===== src/rtl/cache_mem_arbiter.sv =====
// Shares one cacheline memory port between the I-cache and the D-cache.
// Requests are arbitrated in IDLE only; a tie goes to the side that was not
// granted last. The winning request is captured in a latch that alone drives
// the memory port. The memory response is routed back combinationally, and
// only to the owner of the transaction.

module cache_mem_arbiter #(
  parameter int ADDR_W = 32,
  parameter int LINE_W = 256
) (
  input  logic              clk,
  input  logic              rst,
  input  logic              i_read,
  input  logic [ADDR_W-1:0] i_addr,
  output logic [LINE_W-1:0] i_rdata,
  output logic              i_resp,
  input  logic              d_read,
  input  logic              d_write,
  input  logic [ADDR_W-1:0] d_addr,
  input  logic [LINE_W-1:0] d_wdata,
  output logic [LINE_W-1:0] d_rdata,
  output logic              d_resp,
  output logic              pmem_read,
  output logic              pmem_write,
  output logic [ADDR_W-1:0] pmem_addr,
  output logic [LINE_W-1:0] pmem_wdata,
  input  logic [LINE_W-1:0] pmem_rdata,
  input  logic              pmem_resp
);

  typedef enum logic [1:0] {
    IDLE    = 2'd0,
    SERVE_I = 2'd1,
    SERVE_D = 2'd2
  } state_e;

  // Encoding of the last granted side.
  localparam logic GRANT_I = 1'b0;
  localparam logic GRANT_D = 1'b1;

  state_e              state_q, state_d;
  logic                last_grant_q, last_grant_d;
  logic                read_q, read_d;
  logic                write_q, write_d;
  logic [ADDR_W-1:0]   addr_q, addr_d;
  logic [LINE_W-1:0]   wdata_q, wdata_d;
  logic                i_req_s;
  logic                d_req_s;

  assign i_req_s = i_read;
  assign d_req_s = d_read | d_write;

  // The memory port is driven from the request latch only.
  assign pmem_read  = read_q;
  assign pmem_write = write_q;
  assign pmem_addr  = addr_q;
  assign pmem_wdata = wdata_q;

  // Next-state, grant decision, latch loading and response routing.
  always_comb begin
    state_d      = state_q;
    last_grant_d = last_grant_q;
    read_d       = read_q;
    write_d      = write_q;
    addr_d       = addr_q;
    wdata_d      = wdata_q;
    i_resp       = 1'b0;
    d_resp       = 1'b0;
    i_rdata      = '0;
    d_rdata      = '0;

    case (state_q)
      IDLE: begin
        // I wins when it is alone, or on a tie when D was granted last.
        if (i_req_s && (!d_req_s || (last_grant_q == GRANT_D))) begin
          state_d      = SERVE_I;
          last_grant_d = GRANT_I;
          read_d       = 1'b1;
          write_d      = 1'b0;
          addr_d       = i_addr;
        end else if (d_req_s) begin
          // A simultaneous D read and write is illegal; the write wins.
          state_d      = SERVE_D;
          last_grant_d = GRANT_D;
          read_d       = ~d_write;
          write_d      = d_write;
          addr_d       = d_addr;
          wdata_d      = d_wdata;
        end else begin
          state_d = IDLE;
        end
      end

      SERVE_I: begin
        if (pmem_resp) begin
          i_resp  = 1'b1;
          i_rdata = pmem_rdata;
          state_d = IDLE;
          read_d  = 1'b0;
          write_d = 1'b0;
        end else begin
          state_d = SERVE_I;
        end
      end

      SERVE_D: begin
        if (pmem_resp) begin
          d_resp  = 1'b1;
          d_rdata = pmem_rdata;
          state_d = IDLE;
          read_d  = 1'b0;
          write_d = 1'b0;
        end else begin
          state_d = SERVE_D;
        end
      end

      default: begin
        state_d = IDLE;
        read_d  = 1'b0;
        write_d = 1'b0;
      end
    endcase
  end

  // State, grant history and request latch; reset abandons any transaction.
  always_ff @(posedge clk) begin
    if (rst) begin
      state_q      <= IDLE;
      last_grant_q <= GRANT_I;
      read_q       <= 1'b0;
      write_q      <= 1'b0;
      addr_q       <= '0;
      wdata_q      <= '0;
    end else begin
      state_q      <= state_d;
      last_grant_q <= last_grant_d;
      read_q       <= read_d;
      write_q      <= write_d;
      addr_q       <= addr_d;
      wdata_q      <= wdata_d;
    end
  end

  cache_mem_arbiter_chk u_chk (
    .clk        (clk),
    .rst        (rst),
    .d_read     (d_read),
    .d_write    (d_write),
    .pmem_read  (pmem_read),
    .pmem_write (pmem_write)
  );

endmodule

// Simulation-only protocol checks for the arbiter.
module cache_mem_arbiter_chk (
  input logic clk,
  input logic rst,
  input logic d_read,
  input logic d_write,
  input logic pmem_read,
  input logic pmem_write
);

  // Flag illegal D requests and conflicting memory strobes at each edge.
  always @(posedge clk) begin
    if (!rst) begin
      assert (!(d_read && d_write))
      else $warning("cache_mem_arbiter: d_read and d_write asserted together, performing write");
      assert (!(pmem_read && pmem_write))
      else $error("cache_mem_arbiter: pmem_read and pmem_write high together");
    end else begin
    end
  end

endmodule


===== config.mk =====
export PLATFORM = sky130hd
export DESIGN_NAME = cache_mem_arbiter
export DESIGN_NICKNAME = d
export VERILOG_FILES = /design/src/rtl/cache_mem_arbiter.sv
export SDC_FILE = /design/constraint.sdc
export NUM_CORES = 1
export LEC_CHECK = 0
export CORE_AREA = 2 2 547 549
export DETAILED_ROUTE_END_ITERATION = 10
export DIE_AREA = 0 0 549 551
export MAX_ROUTING_LAYER = met4
export SYNTH_ARGS = -nofsm -noshare
export SYNTH_HDL_FRONTEND = slang
export SYNTH_HIERARCHICAL = 1
export SYNTH_SLANG_ARGS = --single-unit

===== constraint.sdc =====
create_clock -name clk -period 2.7 [get_ports clk]
set_input_delay 0.54 -clock clk [delete_from_list [all_inputs] [get_ports clk]]
set_output_delay 0.54 -clock clk [all_outputs]
set_load 0.005 [all_outputs]

Word level (Yosys, flattened, before mapping)
Index checks and enable logic that the tools add are counted.
{"block": "totals", "elab_cells": 44, "out_inout_bits": 804, "regBits": 293}
{"block": "op_classes", "eq_ne": 4, "bitwise": 3, "muxes": 22, "n_reduce_logical": 9}
{"operator": "2-to-1 mux 256 bit", "count": 3}
{"operator": "2-to-1 mux 32 bit", "count": 2}
{"operator": "2-to-1 mux 1 bit", "count": 11}
{"operator": "2-to-1 mux 2 bit", "count": 3}
{"operator": "one-hot mux 2 bit (3 select lines)", "count": 1}
{"operator": "one-hot mux 1 bit (2 select lines)", "count": 2}
{"operator": "AND reduction 2 bit", "count": 2}
{"operator": "!= test 3 bit (second input constant)", "count": 1}
{"operator": "AND reduction 3 bit", "count": 1}
{"operator": "== test 2 x 1 -> 1 bit (second input constant)", "count": 1}
{"operator": "== test 2 bit (second input constant)", "count": 1}
{"operator": "zero test 2 bit", "count": 1}
{"operator": "!= test 2 x 1 -> 1 bit (second input constant)", "count": 1}
{"operator": "NOT 1 bit", "count": 2}
{"operator": "nonzero test 2 bit", "count": 1}
{"operator": "OR reduction 2 bit", "count": 1}
{"operator": "logical AND 1 bit", "count": 1}
{"operator": "zero test 1 bit", "count": 1}
{"operator": "logical OR 1 bit", "count": 1}
{"operator": "OR 1 bit", "count": 1}

Logic depth before layout (Yosys ltp)
Gate-level depths: netlist of the first run.
{"block": "logic_depth", "depth_word": 6, "mapped_depth": 8}

Worst setup path after synthesis of the first run
No wires, ideal clock.
{"block": "synth_timing", "path_kind": "reg-to-output", "from": "register state_q[0]", "to": "output port d_rdata[100]", "path_slack_ps": 905, "n_path_buf": 2, "path_stages_with_launch": 6, "arrival_ps": 1255, "required_time_ps": 2160, "path_cell_list": "dfxtp_1 > inv_1 > ha_1 > clkbuf_1 > clkbuf_1 > and3_1"}
{"block": "synth_between", "elab_chain_len": 2}
{"element": "from (decl)", "line_no": "41", "rtl": "state_e state_q, state_d;"}
{"element": "from (signal assigned)", "line_no": "136", "rtl": "state_q <= state_d;"}
{"element": "== test 2 bit", "line_no": "72", "rtl": "case (state_q)"}
{"element": "2-to-1 mux 256 bit", "line_no": "72"}
{"element": "to (decl)", "line_no": "21", "rtl": "output logic [LINE_W-1:0] d_rdata,"}
No other way between the ends.

Worst setup path in the final report of the first run
{"block": "layout_timing", "from": "register state_q[1]", "to": "output port i_rdata[73]"}
{"block": "layout_between", "elab_chain_len": 2}
{"element": "== test 2 x 1 -> 1 bit", "line_no": "72"}
{"element": "2-to-1 mux 256 bit", "line_no": "72"}
{"element": "to (decl)", "line_no": "15", "rtl": "output logic [LINE_W-1:0] i_rdata,"}
No other way between the ends.

==> results of run 1 <==
[metrics by stage]
stage / instance area (µm²) / total power [mW] / util, %
after floorplan: 15200 / 7.09 / -
after global placement: 34700 / 12.0 / 11.7
after detailed placement: 34700 / 12.0 / 11.7
after CTS: 38000 / 18.1 / 12.8
after global routing: 39100 / 18.9 / 13.2
final: 39200 / 18.0 / 13.2
[layer usage]
metal | routed length [µm] | up-vias | part of all wire [%] | track usage, %
li1 | - | 10300 | - | -
met1 | 86300 | 11000 | 36 | 15.6
met2 | 107000 | 1419 | 45 | 24.0
met3 | 31800 | 409 | 13 | 8.39
met4 | 12300 | 0 | 5.2 | 6.25
met5 | 0 | - | 0 | -
[synth_stat cells]
library cell and number:
sky130_fd_sc_hd__and3_1 512, sky130_fd_sc_hd__buf_2 45, sky130_fd_sc_hd__o2bb2ai_2 1, sky130_fd_sc_hd__o21ai_0 238
sky130_fd_sc_hd__o31ai_1 1, sky130_fd_sc_hd__nand4b_1 1, sky130_fd_sc_hd__and2_1 2, sky130_fd_sc_hd__nand2_1 4
sky130_fd_sc_hd__a211o_1 1, sky130_fd_sc_hd__inv_2 1, sky130_fd_sc_hd__clkbuf_1 181, sky130_fd_sc_hd__inv_1 4
sky130_fd_sc_hd__a311oi_1 31, sky130_fd_sc_hd__a2bb2oi_4 1, sky130_fd_sc_hd__nor2b_1 1, sky130_fd_sc_hd__a32oi_1 1
sky130_fd_sc_hd__o21bai_4 1, sky130_fd_sc_hd__o31a_1 1, sky130_fd_sc_hd__nor2_1 32, sky130_fd_sc_hd__ha_1 4
sky130_fd_sc_hd__buf_6 6, sky130_fd_sc_hd__buf_1 22, sky130_fd_sc_hd__a211oi_1 1, sky130_fd_sc_hd__nor4b_1 1
sky130_fd_sc_hd__nor3_1 1, sky130_fd_sc_hd__a311oi_2 1, sky130_fd_sc_hd__nand3_1 288, sky130_fd_sc_hd__o21ai_1 52
sky130_fd_sc_hd__a21oi_1 259, sky130_fd_sc_hd__o21ba_4 1, sky130_fd_sc_hd__buf_4 27, sky130_fd_sc_hd__dfxtp_1 293
[sequential cells by signal, summed over array words and instances, names as in the netlist]
name,cells
last_grant_q,1
pmem_wdata,256
state_q,2
pmem_read,1
pmem_write,1
pmem_addr,32
[power by group through the flow]
stage	registers (mW)	logic, mW	clock network, mW
after floorplan	5.17	1.92	0
after global placement	5.17	6.85	0
after detailed placement	5.20	6.82	0
after CTS	5.11	7.70	5.28
after global routing	5.15	8.32	5.41
final	5.10	7.76	5.12
[layout by cell type (no fill, tap or decap), drive strengths merged, types with 45 or more instances in the layout]
cell type / n
and3: 512
clkbuf: 131
dlygate4sd2: 45
dlymetal6s2s: 98
dfxtp: 293
clkdlybuf4s50: 862
nand3: 288
a21oi: 259
o21ai: 290
clkdlybuf4s15: 46
diode: 60
buf: 531
[worst max-delay path, stage by stage (launching register included)]
cell and delay (ns):
sky130_fd_sc_hd__dfxtp_4 0.38, sky130_fd_sc_hd__inv_4 0.04, sky130_fd_sc_hd__ha_4 0.17, sky130_fd_sc_hd__buf_12 0.13, sky130_fd_sc_hd__buf_12 0.13, sky130_fd_sc_hd__clkbuf_16 0.17, sky130_fd_sc_hd__buf_8 0.14, sky130_fd_sc_hd__buf_16 0.14
sky130_fd_sc_hd__buf_6 0.11, sky130_fd_sc_hd__and3_4 0.14, sky130_fd_sc_hd__buf_6 0.13
[logic make-up after synthesis]
logic type | after synthesis
AOI/OAI and AO/OA | 590
adders and majority gates | 4
buffers and inverters | 286
DFF | 293
and+or+nand+nor | 842
[final cells by class]
cell class	instances	area, µm²
flip-flops and latches	293	5870
clock buffers	49	1010
fillers	34100	257000
diodes	60	150
multi-input cells	1436	9020
well taps	3939	4930
repair buffers	1665	18000
clock inverters	11	174
inverters	5	31.3
[final timing paths]
check / from / end / slack (ns)
max: state_q[1]$_SDFF_PP0_ / i_rdata[73] / -0.18
min: rst / pmem_wdata[121]$_SDFFE_PP0P_ / 0.40
max reg2reg: state_q[1]$_SDFF_PP0_ / pmem_wdata[195]$_SDFFE_PP0P_ / 0.53
min reg2reg: pmem_wdata[170]$_SDFFE_PP0P_ / pmem_wdata[170]$_SDFFE_PP0P_ / 0.47
[what timing repair did]
item | CTS | global route
resized for setup | 1011 | 549
setup endpoints to repair | 495 | 377
buffers inserted | 80 | 68
gates cloned | 28 | 11
hold buffers | 0 | 0
==> impl_metrics.py, run 1 <==
metrics = {
    "outcome": {
        "run_status": "complete, but fails checks",
        "failed_checks": "negative setup slack",
    },
    "route": {
        "wl_per_cell_um": 31.8,
        "num_vias": 23100,
        "postRouteWirelength_um": 237000,
        "drt-pass1-iter-count": 6,
        "via_per_inst": 3.09,
        "antenna_violating_nets_post_route": 0,
        "drc": 0,
        "initialDrtViolationCount": 1767,
    },
    "clock_network": {
        "htree_levels": 2,
        "cts.reportedPaths.clkPinSlew_ns": 0.06,
        "ctsLongestPathBuffers": 3,
        "cts.sink_count": 293,
        "clkLatencyLatePin_ns": 0.62,
        "cts_buffers": 36,
        "tritoncts": "yes",
        "root_buffer": "sky130_fd_sc_hd__clkbuf_16",
    },
    "floorplanning": {
        "core_area_mm2": 0.296,
        "die-width_um": 549,
        "fp.dieArea_mm2": 0.302,
        "die-height_um": 551,
        "core.rowCount": 200,
        "design.portCount": 1386,
        "floorplan.initialDensity_pct": 5.12,
    },
    "placement": {
        "place_worst_setup_slack_ns": -0.125,
        "dp_cells": 7183,
        "dp.final_hpwl_um": 205000,
        "io_buffers": 1385,
        "gpl.final_weighted_congestion": 1.08,
    },
    "logic_synthesis": {
        "synth_fa_ha_area_share_pct": 0.330,
        "yosys.area_share.simple_pct": 31.8,
        "compound_gate_portion_of_the_synthesized_area_pct": 20.8,
        "multiplexer_share_of_the_synthesized_area_pct": 0,
        "synth_top_area_cell": "sky130_fd_sc_hd__dfxtp_1",
        "synth_top_family_by_area": "simple AND/OR/NAND/NOR gates",
        "synthesis.area_per_instance_um2": 7.53,
        "syn_inst": 2015,
        "synth_area_mm2": 0.0152,
        "synth_xor_area_share_pct": 0,
        "netlist-cell-type-count": 32,
        "ys_ff_latch": 293,
        "synth_area_leaders": "sky130_fd_sc_hd__dfxtp_1 (39%), sky130_fd_sc_hd__and3_1 (21%), sky130_fd_sc_hd__nand3_1 (9.5%), sky130_fd_sc_hd__a21oi_1 (8.5%), sky130_fd_sc_hd__o21ai_0 (7.9%)",
        "yosysWarningCount": 6,
        "synth_largest_type_area_fraction_pct": 38.7,
        "yosysSeqAreaShare_pct": 38.7,
        "syn-num-nets": 2601,
    },
    "job": {
        "max_cap_viol_count": 0,
    },
    "cells_and_area": {
        "final-instance-count-excl-fill": 7458,
        "areaGrowthSynthToFinish_pct": 158,
        "final_layout_size_suffix_gt1_share_pct": 25.6,
        "nets": 4023,
    },
    "global_routing": {
        "number_of_global_route_vias_before_repair": 22200,
        "initial_antenna_violation_count": 177,
        "grt.total_usage_pct": 15.2,
        "grt_pass1_wl_um": 282000,
        "global_route.overflow_total": 0,
        "grt_start_max_net_pins": 75,
    },
    "timing": {
        "finClkSkew_ns": 0.0246,
        "timing_max_transition_violations_final": 0,
        "timing_worst_slew_pin_value_ns": 0.600,
        "finalSetupViolCount": 268,
        "worst_slew_margin_rel_pct": 59.9,
        "post-route-min-period_ns": 2.88,
        "fmax_ghz": 0.347,
        "timing.final.crit_share_pct": 107,
        "fin_hold_ws_ns": 0.401,
        "fin_setup_tns_ns": -19.63,
        "setup_repair_after_global_routing_missed_its_margin": "yes",
        "timing.final.ws_setup_ns": -0.180,
        "final-hold-violation-count": 0,
    },
    "setup_path": {
        "worstPathArrival_ns": 2.34,
        "critical_path.endpoint_type": "output port",
        "ff2ff_path_depth": 9,
        "crit_path_start_kind": "register",
        "worst-path-max-fanout": 7,
        "crit_type": "reg2out",
        "worstPathRequired_ns": 2.16,
    },
    "power": {
        "internal_power_mw": 11.4,
        "power.combinational.fraction_pct": 43.2,
        "leakage_nw": 16.9,
        "power_frac_seq_pct": 28.4,
        "switching_share_pct": 36.7,
        "power-per-cell-area_mw_per_mm2": 459,
        "switching_power_summed_over_all_nets_mw": 6.60,
        "share_clk_of_total_power_pct": 28.5,
        "vdd_ir_drop_max_uv": 465,
    },
    "worst_hold_path": {
        "whs_path_depth": 2,
        "min-delay-path-class": "in2reg",
    },
}
Note: power is estimated with default switching activity, not from simulation.
==> run 2: changes to the inputs <==
--- a/config.mk
+++ b/config.mk
@@ -5,6 +5,7 @@
 export SDC_FILE = /design/constraint.sdc
 export NUM_CORES = 1
 export LEC_CHECK = 0
+export ABC_AREA = 0
 export CORE_AREA = 2 2 547 549
 export DETAILED_ROUTE_END_ITERATION = 10
 export DIE_AREA = 0 0 549 551
==> results of run 2 <==
Final layout, timing and power as in run 1 (identical DEF).
==> run 3: changes to the inputs <==
--- a/config.mk
+++ b/config.mk
@@ -10,6 +10,7 @@
 export DETAILED_ROUTE_END_ITERATION = 10
 export DIE_AREA = 0 0 549 551
 export MAX_ROUTING_LAYER = met4
+export PLACE_DENSITY_LB_ADDON = 0.3
 export SYNTH_ARGS = -nofsm -noshare
 export SYNTH_HDL_FRONTEND = slang
 export SYNTH_HIERARCHICAL = 1
==> constraint.sdc (replaced) <==
create_clock -name clk -period 2.7 [get_ports clk]
set_input_delay 0.54 -clock clk [delete_from_list [all_inputs] [get_ports clk]]
set_output_delay 0.54 -clock clk [all_outputs]
set_load 0.02 [all_outputs]
==> run 3 against run 2 <==
  * The flow still finishes with violations (negative setup slack)
  * Critical endpoint is now d_rdata[112]
  * Design area grew 3.1%
  * Die area unchanged
  * Cell count down 0.36%
  * Largest power group unchanged
  * Power rose by 6.0%
  * Clock power rose by 8.0%
  * Critical path depth decreased by 1
==> impl_metrics.py, run 3 (synthesis results as in run 1) <==
metrics = {
    "setup_path": {
        "path_cells": "buf_6 > ha_4 > buf_12 > buf_12 > buf_12 > buf_12 > buf_12 > and3_4 > buf_12",
        "timing.reg2reg.setup_slack_ns": 0.59,
        "r2r-end": "pmem_wdata[182]$_SDFFE_PP0P_",
        "critical_path.reg2reg.startpoint": "state_q[1]$_SDFF_PP0_",
        "worstPathArrival_ns": 2.26,
        "crit_path_start_kind": "register",
        "crit_slowest_cell": "sky130_fd_sc_hd__dfxtp_2",
        "path_depth": 9,
        "critical_path.endpoint_type": "output port",
        "worst_setup_path_endpoint": "d_rdata[112]",
        "crit_type": "reg2out",
        "worstPathRequired_ns": 2.16,
        "critical_path.most_common_cell": "sky130_fd_sc_hd__buf_12",
        "critical_path.max_stage_delay_ns": 0.33,
        "cp_launch_point": "state_q[1]$_SDFF_PP0_",
        "cpLargestDelayFamily": "buffers and inverters",
        "worst-path-max-fanout": 5,
        "crit_buf_inv": 7,
        "ff2ff_path_depth": 8,
    },
    "worst_hold_path": {
        "min-delay-path-class": "in2reg",
    },
    "job": {
        "max_cap_viol_count": 0,
    },
    "cells_and_area": {
        "largest_register_ff_count": 256,
        "final_layout_size_suffix_gt1_share_pct": 32.0,
        "leading_cell_types_in_the_layout_fill_and_taps_excluded": "sky130_fd_sc_hd__clkdlybuf4s50_1 (861), sky130_fd_sc_hd__dfxtp_1 (291), sky130_fd_sc_hd__nand3_1 (288)",
        "final_util_pct": 13.6,
        "areaGrowthSynthToFinish_pct": 166,
        "layout.cell_area.non_filler_mm2": 0.0404,
        "nets": 4016,
        "layout_commonest_cell": "sky130_fd_sc_hd__clkdlybuf4s50_1",
        "fill_cells": 33800,
    },
    "clock_network": {
        "root_buffer": "sky130_fd_sc_hd__clkbuf_16",
        "tritoncts": "yes",
        "cts.reportedPaths.clkPinSlew_ns": 0.06,
        "cts.sink_count": 293,
        "clkLatencyLatePin_ns": 0.61,
        "htree_levels": 2,
        "ctsLongestPathBuffers": 3,
        "cts_buffers": 39,
    },
    "timing": {
        "timing.final.crit_share_pct": 104,
        "setup_repair_after_global_routing_missed_its_margin": "yes",
        "timing.final.ws_setup_ns": -0.0981,
        "timing_worst_slew_pin_value_ns": 0.870,
        "post-route-min-period_ns": 2.80,
        "fin_hold_ws_ns": 0.323,
        "final-hold-violation-count": 0,
        "worst_slew_margin_rel_pct": 41.8,
        "fmax_ghz": 0.357,
        "fin_setup_tns_ns": -2.12,
        "finalSetupViolCount": 55,
        "timing_max_transition_violations_final": 0,
        "finClkSkew_ns": 0.0229,
    },
    "route": {
        "antenna_violating_nets_post_route": 0,
        "initialDrtViolationCount": 1507,
        "drc": 0,
        "postRouteWirelength_um": 223000,
        "via_per_inst": 3.14,
        "drt-pass1-iter-count": 7,
        "wl_per_cell_um": 30.0,
        "num_vias": 23400,
    },
    "global_routing": {
        "gr-max-usage-layer": "met2",
        "grtUsageMet2_pct": 23.5,
        "initial_antenna_violation_count": 133,
        "number_of_global_route_vias_before_repair": 23200,
        "grt_util_met3_pct": 4.28,
        "grt_pass1_wl_um": 270000,
        "global_route.overflow_total": 0,
        "use_met1_pct": 16.3,
        "grt_start_max_net_pins": 94,
        "grt.total_usage_pct": 14.3,
    },
    "outcome": {
        "failed_checks": "negative setup slack",
        "run_status": "complete, but fails checks",
    },
    "placement": {
        "gpl.final_weighted_congestion": 0.973,
        "io_buffers": 1385,
        "place_worst_setup_slack_ns": -0.0656,
        "dp.final_hpwl_um": 187000,
        "dpl-instance-area_mm2": 0.0363,
    },
    "floorplanning": {
        "die-width_um": 549,
        "fp.dieArea_mm2": 0.302,
        "core_area_mm2": 0.296,
        "design.portCount": 1386,
        "core.rowCount": 200,
        "die-height_um": 551,
        "floorplan.initialDensity_pct": 5.12,
    },
    "power": {
        "vdd_ir_drop_max_uv": 369,
        "leakage_nw": 15.7,
        "power-per-cell-area_mw_per_mm2": 472,
    },
}
==> run 3: worst min path at each step <==
stage	from	end	slack [ns]	cells past startpoint
finish	rst	pmem_wdata[63]$_SDFFE_PP0P_	0.32	2
CTS	rst	pmem_wdata[63]$_SDFFE_PP0P_	0.27	2
global route	rst	pmem_wdata[76]$_SDFFE_PP0P_	0.31	2
detailed placement	pmem_wdata[62]$_SDFFE_PP0P_	pmem_wdata[62]$_SDFFE_PP0P_	0.47	2
global placement	pmem_wdata[170]$_SDFFE_PP0P_	pmem_wdata[170]$_SDFFE_PP0P_	0.46	2
floorplan	last_grant_q$_SDFFE_PP0P_	last_grant_q$_SDFFE_PP0P_	0.53	2
==> run 3: stage by stage <==
step                      total power, mW  std cells
after floorplan                      7.96       2015
after global placement               12.8       7232
after detailed placement             12.8       7232
after CTS                            19.0       7363
after global routing                 20.0       7419
final                                19.1       7431
==> run 3: cell type report <==
cell class	count	area, µm²	area share, %
Multi-Input combinational cell	1436	9300	23.0
Tap cell	3939	4930	12.2
Antenna cell	31	77.6	0.192
Clock buffer	52	1100	2.74
Sequential cell	293	5870	14.5
Timing Repair Buffer	1655	18800	46.7
Inverter	5	28.8	0.0713
Clock inverter	20	214	0.530
==> run 3: timing repair <==
action,CTS,global route
resized for setup,1021,790
hold buffers,0,0
gates cloned,18,17
pin swaps,13,13
setup endpoints to repair,468,425
setup buffers,42,37
==> run 3: report_power, final <==
group	internal (mW)	switching, mW	leakage, nW	total (mW)
Clock	3.19	2.34	0.655	5.53
Sequential	4.82	0.266	2.42	5.09
Combinational	3.75	4.69	12.6	8.44
==> run 3: routing by layer <==
layer / up-vias / part of all wire [%]
li1: 10200 / -
met1: 11600 / 40
met2: 1262 / 47
met3: 323 / 8.3
met4: 0 / 4.6
met5: - / 0
